File: src/rtl/hazard_pkg.sv
// Shared types and default sizing for the hazard scoreboard.
package hazard_pkg;

  localparam int unsigned NREG_DEF    = 32;
  localparam int unsigned MDU_LAT_DEF = 4;
  localparam int unsigned CNT_W       = 4;

  typedef enum logic [1:0] {
    FWD_RF = 2'b00,
    FWD_W  = 2'b01,
    FWD_M  = 2'b10
  } fwd_sel_e;

endpackage

File: src/rtl/mdu_tracker.sv
// Tracks the one in-flight multi-cycle op: countdown to write-back plus its destination.
module mdu_tracker
  import hazard_pkg::*;
#(
  parameter int unsigned MDU_LAT = MDU_LAT_DEF,
  parameter int unsigned REGW    = 5
) (
  input  logic            clk,
  input  logic            rst_n,
  input  logic            start,
  input  logic [REGW-1:0] dest,
  output logic [REGW-1:0] mdu_reg,
  output logic            busy,
  output logic            done
);

  if (MDU_LAT < 2 || MDU_LAT > 15) begin : g_bad_lat
    $error("mdu_tracker: MDU_LAT must be within 2..15");
  end

  logic [CNT_W-1:0] cnt;

  // A new issue always reloads; an old op at cnt==1 still reports done this cycle.
  always_ff @(posedge clk or negedge rst_n) begin
    if (!rst_n) begin
      cnt     <= '0;
      mdu_reg <= '0;
    end else if (start) begin
      cnt     <= CNT_W'(MDU_LAT);
      mdu_reg <= dest;
    end else if (cnt != '0) begin
      cnt     <= cnt - CNT_W'(1);
    end
  end

  assign busy = (cnt != '0);
  assign done = (cnt == CNT_W'(1));

  a_no_overlap: assert property (@(posedge clk) disable iff (!rst_n)
    !(start && cnt > CNT_W'(1)));

endmodule

File: src/rtl/hazard_scoreboard.sv
// Pipeline forwarding and stall control with multi-cycle-op tracking.
// Define HAZARD_PERF_EN to add the saturating StallCount performance counter.
module hazard_scoreboard
  import hazard_pkg::*;
#(
  parameter int unsigned NREG    = NREG_DEF,
  parameter int unsigned MDU_LAT = MDU_LAT_DEF,
  parameter int unsigned PERF_W  = 32,
  localparam int unsigned REGW   = $clog2(NREG)
) (
  input  logic              clk,
  input  logic              reset_n,
  input  logic [REGW-1:0]   rsD,
  input  logic [REGW-1:0]   rtD,
  input  logic [REGW-1:0]   rsE,
  input  logic [REGW-1:0]   rtE,
  input  logic [REGW-1:0]   WriteRegE,
  input  logic [REGW-1:0]   WriteRegM,
  input  logic [REGW-1:0]   WriteRegW,
  input  logic              RegWriteE,
  input  logic              RegWriteM,
  input  logic              RegWriteW,
  input  logic              MemtoRegE,
  input  logic              MemtoRegM,
  input  logic              BranchD,
  input  logic              bneD,
  input  logic              MduOpD,
  input  logic              MduStartE,
  input  logic [REGW-1:0]   MduRegE,
  output logic              ForwardAD,
  output logic              ForwardBD,
  output logic [1:0]        ForwardAE,
  output logic [1:0]        ForwardBE,
  output logic              StallF,
  output logic              StallD,
  output logic              FlushE,
  output logic              MduBusy,
`ifdef HAZARD_PERF_EN
  output logic              MduDoneW,
  output logic [PERF_W-1:0] StallCount
`else
  output logic              MduDoneW
`endif
);

  logic [REGW-1:0] mdu_reg;
  fwd_sel_e        fwd_a;
  fwd_sel_e        fwd_b;
  logic            lwstall;
  logic            branchstall;
  logic            mdustall;
  logic            stall;

  mdu_tracker #(
    .MDU_LAT (MDU_LAT),
    .REGW    (REGW)
  ) u_mdu_tracker (
    .clk     (clk),
    .rst_n   (reset_n),
    .start   (MduStartE),
    .dest    (MduRegE),
    .mdu_reg (mdu_reg),
    .busy    (MduBusy),
    .done    (MduDoneW)
  );

  // E-stage operand select: the younger M result wins over W.
  always_comb begin
    fwd_a = FWD_RF;
    fwd_b = FWD_RF;
    if (rsE != '0 && rsE == WriteRegM && RegWriteM)      fwd_a = FWD_M;
    else if (rsE != '0 && rsE == WriteRegW && RegWriteW) fwd_a = FWD_W;
    if (rtE != '0 && rtE == WriteRegM && RegWriteM)      fwd_b = FWD_M;
    else if (rtE != '0 && rtE == WriteRegW && RegWriteW) fwd_b = FWD_W;
  end

  assign ForwardAE = fwd_a;
  assign ForwardBE = fwd_b;
  assign ForwardAD = (rsD != '0) && (rsD == WriteRegM) && RegWriteM;
  assign ForwardBD = (rtD != '0) && (rtD == WriteRegM) && RegWriteM;

  // Independent stall sources, simply ORed together.
  always_comb begin
    lwstall     = 1'b0;
    branchstall = 1'b0;
    mdustall    = 1'b0;
    lwstall = MemtoRegE && (rtE != '0) && ((rsD == rtE) || (rtD == rtE));
    branchstall = (BranchD || bneD) &&
                  ((RegWriteE && (WriteRegE != '0) &&
                    ((WriteRegE == rsD) || (WriteRegE == rtD))) ||
                   (MemtoRegM && (WriteRegM != '0) &&
                    ((WriteRegM == rsD) || (WriteRegM == rtD))));
    mdustall = MduBusy &&
               (MduOpD || ((mdu_reg != '0) && ((rsD == mdu_reg) || (rtD == mdu_reg))));
  end

  assign stall  = lwstall || branchstall || mdustall;
  assign StallF = stall;
  assign StallD = stall;
  assign FlushE = stall;

`ifdef HAZARD_PERF_EN
  // Saturating count of stalled cycles.
  always_ff @(posedge clk or negedge reset_n) begin
    if (!reset_n) begin
      StallCount <= '0;
    end else if (stall && StallCount != '1) begin
      StallCount <= StallCount + PERF_W'(1);
    end
  end
`else
  if (PERF_W == 0) begin : g_bad_perf
    $error("hazard_scoreboard: PERF_W must be nonzero");
  end
`endif

endmodule

File: config.mk
export PLATFORM = sky130hd
export DESIGN_NAME = hazard_scoreboard
export DESIGN_NICKNAME = d
export VERILOG_FILES = /design/src/rtl/hazard_pkg.sv /design/src/rtl/mdu_tracker.sv /design/src/rtl/hazard_scoreboard.sv
export SDC_FILE = /design/constraint.sdc
export NUM_CORES = 1
export LEC_CHECK = 0
export CORE_ASPECT_RATIO = 1.5
export CORE_UTILIZATION = 46
export DETAILED_ROUTE_END_ITERATION = 10
export PLACE_DENSITY = 0.85
export SLEW_MARGIN = 25
export SYNTH_ARGS = -nofsm -noshare
export SYNTH_HDL_FRONTEND = slang
export SYNTH_HIERARCHICAL = 1
export SYNTH_SLANG_ARGS = --single-unit
File: constraint.sdc
create_clock -name clk -period 3 [get_ports clk]
set_input_delay 0.6 -clock clk [delete_from_list [all_inputs] [get_ports clk]]
set_output_delay 0.6 -clock clk [all_outputs]
set_load 0.02 [all_outputs]
# [Yosys cells after proc, flatten, opt, wreduce, memory -nomap -nowiden]
# Cells that the tools add are included.
[totals] ff_bits=9 latch_bits=0 ramBits=0 romBits=0 word_cells=63 n_memories=0
[op_classes] addsub=1 mul=0 div=0 n_lt_le_gt_ge=0 eq_ne=15 shifts=0 muxes=6 bitwise=0 n_reduce_logical=39
[ops] cell="== test 5 bit" count=14
[ops] cell="nonzero test 5 bit" count=7
[ops] cell="logical AND 1 bit" count=21
[ops] cell="logical OR 1 bit" count=9
[ops] cell="2-to-1 mux 4 bit" count=2
[ops] cell="== test 4 x 1 -> 1 bit (second input constant)" count=1
[ops] cell="2-to-1 mux 2 bit" count=2
[ops] cell="nonzero test 4 bit" count=1
[ops] cell="subtractor 4 x 1 -> 4 bit (second input constant)" count=1
[ops] cell="2-to-1 mux 1 bit" count=2
[ops] cell="nonzero test 2 bit" count=1

# [Logic depth before layout (Yosys ltp)]
# Gate-level depths: netlist of run 1.
[logic_depth] word_depth=7 depth_mapped=8 mapped_depth_nobuf=6

# [Hierarchy]
# The synthesis of run 1 kept the hierarchy.
[by_module_without_submodules] mod="hazard_scoreboard" instances=1 cells_each=131 area_per_inst_um2=929.6
[by_module_without_submodules] mod="mdu_tracker" instances=1 cells_each=35 area_per_inst_um2=446.7

# [Worst setup path before layout of run 1]
# No wires, ideal clock.
[synth_path] kind="in2out" from="input rsE[1]" to="output ForwardAE[0]" arrival_ns=2.107 required_time_ns=2.400 setup_slack_ns=0.293 cell_stages=4 path_buffers=0 path_cell_list="or4_1 > nor2_1 > nor4_1 > nor4_1"
[synth_via] elab_chain_len=5
[synth_lines] item="start: declaration" line="hazard_scoreboard.sv:15" text="input logic [REGW-1:0] rsE,"
[synth_lines] item="== test 5 bit or nonzero test 5 bit (tied branches)" line="hazard_scoreboard.sv:72, hazard_scoreboard.sv:71"
[synth_lines] item="logical AND 1 bit (2 in series)" line="hazard_scoreboard.sv:72" text="else if (rsE != '0 && rsE == WriteRegW && RegWriteW) fwd_a = FWD_W;"
[synth_lines] item="2-to-1 mux 1 bit" line="hazard_scoreboard.sv:72"
[synth_lines] item="2-to-1 mux 2 bit *" line="hazard_scoreboard.sv:71" text="if (rsE != '0 && rsE == WriteRegM && RegWriteM) fwd_a = FWD_M;"
[synth_lines] item="end: declaration" line="hazard_scoreboard.sv:32" text="output logic [1:0] ForwardAE,"
# Mark *: on every way between the ends. The rest lies on a longest branch, timed or not.

# [Worst setup path in the final report of run 1]
[layout_path] from="input rsD[0]" to="output ForwardAD"
[layout_via] elab_chain_len=3
[layout_lines] item="start: declaration" line="hazard_scoreboard.sv:13" text="input logic [REGW-1:0] rsD,"
[layout_lines] item="== test 5 bit or nonzero test 5 bit (tied branches)" line="hazard_scoreboard.sv:79" text="assign ForwardAD = (rsD != '0) && (rsD == WriteRegM) && RegWriteM;"
[layout_lines] item="logical AND 1 bit * (2 in series)" line="hazard_scoreboard.sv:79"
[layout_lines] item="end: declaration" line="hazard_scoreboard.sv:30" text="output logic ForwardAD,"
# Marked as above.

==> results of run 1 <==
-- logic make-up after synthesis --
logic type | after synthesis | synth area share, %
mux | 7 | 6.00
fa+ha+maj | 3 | 2.73
flops | 9 | 16.4
buf+inv | 25 | 9.00
xor+xnor | 60 | 38.2
compound gates | 14 | 5.91
simple gates | 48 | 21.8
-- synthesized netlist by cell type (2+ instances only) --
cell	count	area, um2
mux2_1	5	56.3
ha_1	3	37.5
nor3_1	10	50.1
buf_2	3	15.0
dfrtp_1	9	225
xor2_1	27	236
clkbuf_1	15	56.3
xnor2_1	33	289
inv_1	2	7.51
or4_1	6	45.0
nor4_1	2	12.5
nand2_1	2	7.51
nor2b_1	4	25.0
nand3_1	7	35.0
nand4_1	4	25.0
nor4_2	2	25.0
nor2_1	5	18.8
buf_4	2	15.0
o21ai_0	5	25.0
a21oi_1	3	15.0
-- metal layers --
layer  up-vias  share of wire, %  global-route usage (%)  wire length (um)
met3        15               5.0                    5.21               223
met4         0               3.6                    17.1               163
li1        719                 -                       -                 -
met2        58                57                    60.2              2560
met1       707                34                    26.6              1550
met5         -                 0                       0                 0
-- layout make-up --
class / instances / area [um2]
clock buffers: 4 / 45.0
repair buffers: 98 / 863
well taps: 37 / 46.3
inverters: 2 / 7.51
fillers: 172 / 505
multi-input cells: 132 / 1070
flip-flops and latches: 9 / 225
-- repair_timing --
item / in CTS / in global routing
endpoints found under the setup margin: 9 / 7
pin swaps: 3 / 0
resized for setup: 26 / 19
hold buffers: 0 / 0
-- critical path, delay by kind of cell --
| kind | cells | cell delay (ps) |
|---|---|---|
| AOI/OAI and AO/OA | 1 | 190 |
| buffers and inverters | 3 | 980 |
| and+or+nand+nor | 2 | 560 |
-- metrics by stage --
step | setup slack, ps | instances | utilization [%] | power, W
after floorplan | 293 | 166 | - | 0.000438
after global placement | -296 | 278 | 79.4 | 0.000595
after detailed placement | -405 | 278 | 79.4 | 0.000615
after CTS | 0.716 | 282 | 80.7 | 0.000748
after global routing | -4.99 | 282 | 81.7 | 0.000810
final | 63.3 | 282 | 81.7 | 0.000754
-- power groups by stage --
stage / Combinational [W] / Clock [W] / Sequential (W)
3_3_place_gp: 0.000415 / 0 / 0.000180
6_report: 0.000432 / 0.000137 / 0.000185
4_1_cts: 0.000423 / 0.000141 / 0.000184
5_1_grt: 0.000470 / 0.000148 / 0.000192
3_5_place_dp: 0.000430 / 0 / 0.000185
2_1_floorplan: 0.000262 / 0 / 0.000175
-- worst max path at each step --
stage	slack, ps	endpoint	depth (start not counted)
after floorplan	290	ForwardAE[0]	4
after global placement	-300	FlushE	7
after detailed placement	-400	ForwardAE[0]	6
after CTS	0.7	StallD	8
after global routing	-5	StallD	8
final	60	ForwardAD	6
==> impl_metrics.csv, run 1 <==
group,metric,value,unit
placement,dp_hpwl,3600,um
logic_synthesis,synth.net_count,220,
timing,min_period,2940,ps
run_status,status,"complete, no violations",
floorplanning,die_w,46.7,um
routing,drc,0,
placement,portBuffers,61,
timing,finalSetupViolations,0,
routing,vias,1499,
worst_setup_path,slowest_delay,500,ps
worst_setup_path,worstReg2RegEnd,"u_mdu_tracker/cnt[0]",
finish,area_delta_synth_final,64.0,%
worst_hold_path,min_from,"u_mdu_tracker/mdu_reg[0]",
routing,wire_per_inst,15.9,um
worst_setup_path,criticalPathCategory,"input pin to output pin",
routing,vias_per_cell,5.32,
finish,fin_nets,300,
clock_tree,cts_sinks,9,
clock_tree,cts_setup_buffers,0,
worst_hold_path,holdPathEnd,"u_mdu_tracker/mdu_reg[0]",
timing,hold_viol,0,
timing,tns,0,ps
routing,dr.pass1.iters,4,
floorplanning,initial_core_util,49.8,%
finish,mostFrequentLayoutCell,"clkdlybuf4s50_1",
timing,fmax,0.341,GHz
timing,hold_ws,574,ps
pwr,p_leak,0.935,nW
pwr,ir_worst_vdd,0.000406,V
pwr,clkPwrFrac,18.2,%
clock_tree,ctsHtreeMaxLevel,1,
worst_hold_path,worstHoldPathType,"flip-flop to flip-flop",
placement,gp_congestion,0.853,
global_routing,grtUsageTotal,30.3,%
worst_setup_path,arrival,2340,ps
logic_synthesis,synth_cells,166,
clock_tree,cts_buffers,3,
logic_synthesis,ys_async_sr_fraction,100,%
worst_setup_path,crit_path_start_kind,"input pin",
logic_synthesis,yosys_warnings,6,
routing,dr.first_iter.drc_count,27,
worst_setup_path,cp_cell_sequence,"clkdlybuf4s50_1 -> buf_4 -> or4_1 -> o21ai_0 -> nor2_1 -> dlygate4sd2_1",
timing,slew_headroom,71.5,%
global_routing,antenna_found_initial,0,
global_routing,overflow,0,
timing,worst_pin_slew,425,ps
logic_synthesis,synth_ff_type,"dfrtp_1",
worst_setup_path,r2r-start,"u_mdu_tracker/cnt[0]",
floorplanning,design.die.area,0.00322,mm2
clock_tree,clock_path_buffers,2,
worst_setup_path,worstRegToRegCells,4,
global_routing,grt_pass1_wl,6970,um
timing,fin_worst_skew,0.0726,ps
placement,place_area,0.00219,mm2
pwr,p_sw_share,36.3,%
timing,slew_violations,0,
clock_tree,root_buffer,"clkbuf_8",
clock_tree,cts_tree,"built",
floorplanning,core_area,0.00276,mm2
floorplanning,die_h,69.0,um
floorplanning,ios,62,
clock_tree,clk_pin_slew,40,ps
pwr,switching_power,0.000274,W
logic_synthesis,synth_edf_count,0,
pwr,pwr-share-seq,24.5,%
pwr,p_int,0.000480,W
finish,finalInstanceArea,0.00226,mm2
logic_synthesis,yosysUniqueCellTypes,37,
worst_setup_path,r2r_setup_slack,1410,ps
routing,routed_wl,4500,um
finish,final_cell_mix,"clkdlybuf4s50_1, buf_4, xnor2_1, xor2_1",
global_routing,grt_max_degree,12,
worst_hold_path,whs_path_depth,1,
logic_synthesis,ys_ff_latch,9,
finish,drive_gt1_share,23.7,%
floorplanning,num_rows,23,
worst_setup_path,critPathLaunch,"rsD[0]",
job,max_cap_violations,0,
routing,ant_nets,0,
timing,finalCritPeriodShare,97.9,%
clock_tree,clock_latency,230,ps
logic_synthesis,synth-seq-area-share,16.4,%
worst_setup_path,end_kind,"output pin",
pwr,power_density,334,mW/mm2
worst_setup_path,cpMaxStageDelayCell,"or4_1",
logic_synthesis,netlist_area,0.00138,mm2
finish,antennaDiodeCount,0,
finish,largest_register_ffs,5,
worst_setup_path,cp_data_required_time,2400,ps
global_routing,grt_pass1_vias,1657,
logic_synthesis,syn_avg_cell_area,8.29,um2
pwr,combPwrFrac,57.3,%
worst_setup_path,critPathMaxFanout,3,
(Power assumes the default switching activity.)
==> run 2, diff against run 1 <==
--- a/config.mk
+++ b/config.mk
@@ -9,6 +9,7 @@
 export CORE_UTILIZATION = 46
 export DETAILED_ROUTE_END_ITERATION = 10
 export PLACE_DENSITY = 0.85
+export SKIP_LAST_GASP = 1
 export SLEW_MARGIN = 25
 export SYNTH_ARGS = -nofsm -noshare
 export SYNTH_HDL_FRONTEND = slang
==> impl_metrics.csv, run 2 (synthesized netlist as in run 1, its figures left out) <==
group,metric,value,unit
job,max_cap_violations,0,
floorplanning,design.die.area,0.00322,mm2
timing,slew_headroom,71.1,%
finish,largest_register_ffs,5,
global_routing,grt_pass1_wl,6980,um
clock_tree,ctsHoldBuffers,0,
placement,gp_congestion,0.853,
floorplanning,num_rows,23,
pwr,total_power,0.000754,W
worst_setup_path,critPathLaunch,"rsD[0]",
floorplanning,die_h,69.0,um
routing,wire_per_inst,16.0,um
worst_hold_path,worstHoldPathType,"flip-flop to flip-flop",
finish,mostFrequentLayoutCell,"clkdlybuf4s50_1",
clock_tree,root_buffer,"clkbuf_8",
timing,min_period,2940,ps
worst_setup_path,crit_path_start_kind,"input pin",
worst_setup_path,crit_family,"buffers and inverters",
worst_hold_path,min_from,"u_mdu_tracker/mdu_reg[0]",
timing,rsz0062_at_grt,"true",
worst_setup_path,critPathMaxFanout,3,
worst_setup_path,cp_cell_sequence,"clkdlybuf4s50_1 -> buf_4 -> or4_1 -> o21ai_0 -> nor2_1 -> dlygate4sd2_1",
worst_setup_path,r2r-start,"u_mdu_tracker/cnt[0]",
global_routing,grt_max_degree,12,
finish,area_delta_synth_final,64.1,%
finish,fin_util,81.7,%
timing,finalSetupViolations,0,
global_routing,overflow,0,
global_routing,grtUsageTotal,30.4,%
worst_setup_path,slowest_delay,500,ps
clock_tree,cts_setup_buffers,0,
clock_tree,ctsHtreeMaxLevel,1,
global_routing,grt_pass1_vias,1655,
routing,dr.first_iter.drc_count,30,
finish,fin_nets,300,
routing,vias,1497,
timing,fin_worst_skew,0.0725,ps
placement,dp_hpwl,3600,um
floorplanning,ios,62,
worst_setup_path,arrival,2340,ps
routing,dr.pass1.iters,4,
clock_tree,clock_path_buffers,2,
timing,hold_viol,0,
worst_setup_path,cp_data_required_time,2400,ps
pwr,ir_worst_vdd,0.000408,V
timing,slew_violations,0,
clock_tree,cts_sinks,9,
pwr,p_leak,0.935,nW
worst_setup_path,cpMaxStageDelayCell,"or4_1",
floorplanning,die_w,46.7,um
clock_tree,cts_tree,"built",
global_routing,antenna_found_initial,0,
worst_setup_path,crit_buf_inv,3,
worst_hold_path,whs_path_depth,1,
floorplanning,initial_core_util,49.8,%
worst_setup_path,end_kind,"output pin",
routing,routed_wl,4530,um
timing,finalCritPeriodShare,97.9,%
routing,vias_per_cell,5.31,
worst_setup_path,cp_num_cells,6,
finish,final_cell_mix,"clkdlybuf4s50_1, buf_4, xnor2_1, xor2_1",
timing,worst_pin_slew,432,ps
pwr,power_density,334,mW/mm2
placement,portBuffers,61,
finish,drive_gt1_share,24.1,%
routing,ant_nets,0,
clock_tree,clk_pin_slew,40,ps
finish,fillers,172,
timing,fmax,0.340,GHz
worst_setup_path,worstRegToRegCells,4,
finish,antennaDiodeCount,0,
clock_tree,clock_latency,230,ps
worst_setup_path,criticalPathCategory,"input pin to output pin",
routing,drc,0,
floorplanning,core_area,0.00276,mm2
clock_tree,cts_buffers,3,
run_status,status,"complete, no violations",
## run 2: through the flow
| step | instances | area (um2) | setup WS [ps] | TNS (ps) | hold slack, ps |
|---|---|---|---|---|---|
| after floorplan | 166 | 1380 | 293 | 0 | 304 |
| after global placement | 278 | 2190 | -296 | -1810 | 555 |
| after detailed placement | 278 | 2190 | -405 | -2420 | 569 |
| after CTS | 282 | 2230 | -120 | -120 | 585 |
| after global routing | 282 | 2260 | -25.7 | -33.1 | 614 |
| final | 282 | 2260 | 63.1 | 0 | 574 |
## run 2: worst paths after layout
kind                                            endpoint  slack, ps
worst min-delay path            u_mdu_tracker/mdu_reg[0]        570
worst min register to register  u_mdu_tracker/mdu_reg[0]        570
worst max-delay path                           ForwardAD         60
worst max register to register      u_mdu_tracker/cnt[0]       1410
max in group asynchronous           u_mdu_tracker/cnt[1]       2080
min in group asynchronous       u_mdu_tracker/mdu_reg[2]        650
## run 2: layout make-up
class                      instances  area [um2]  share of cell area [%]
timing repair buffer              98         863                    38.2
tap                               37        46.3                    2.05
sequential                         9         225                    9.97
multi-input combinational        132        1070                    47.4
clock buffer                       4        45.0                    1.99
inverter                           2        7.51                   0.332
## run 2: worst register-to-register path, cell delays in order (launching register included)
cell	delay, ps
dfrtp_1	420
inv_1	110
ha_1	210
or3b_4	430
mux2_4	300
## run 2: timing repair
| action | in CTS | in global routing |
|---|---|---|
| gates resized for setup | 22 | 23 |
| gates cloned | 0 | 0 |
| pin swaps | 2 | 0 |
| endpoints found under the setup margin | 9 | 7 |
| endpoints found under the hold margin | 0 | 0 |
## run 2: metal layers
metal | track usage, % | wire length [um] | vias up
li1 | - | - | 718
met1 | 26.6 | 1570 | 705
met2 | 60.4 | 2580 | 59
met3 | 5.21 | 215 | 15
met4 | 17.1 | 155 | 0
met5 | 0 | 0 | -
## run 2: report_power, final
group          switching (W)  total [W]  internal (W)
Combinational       0.000194   0.000432      0.000239
Sequential         0.0000351   0.000184      0.000149
Clock              0.0000453   0.000138     0.0000923
Total               0.000274   0.000754      0.000480
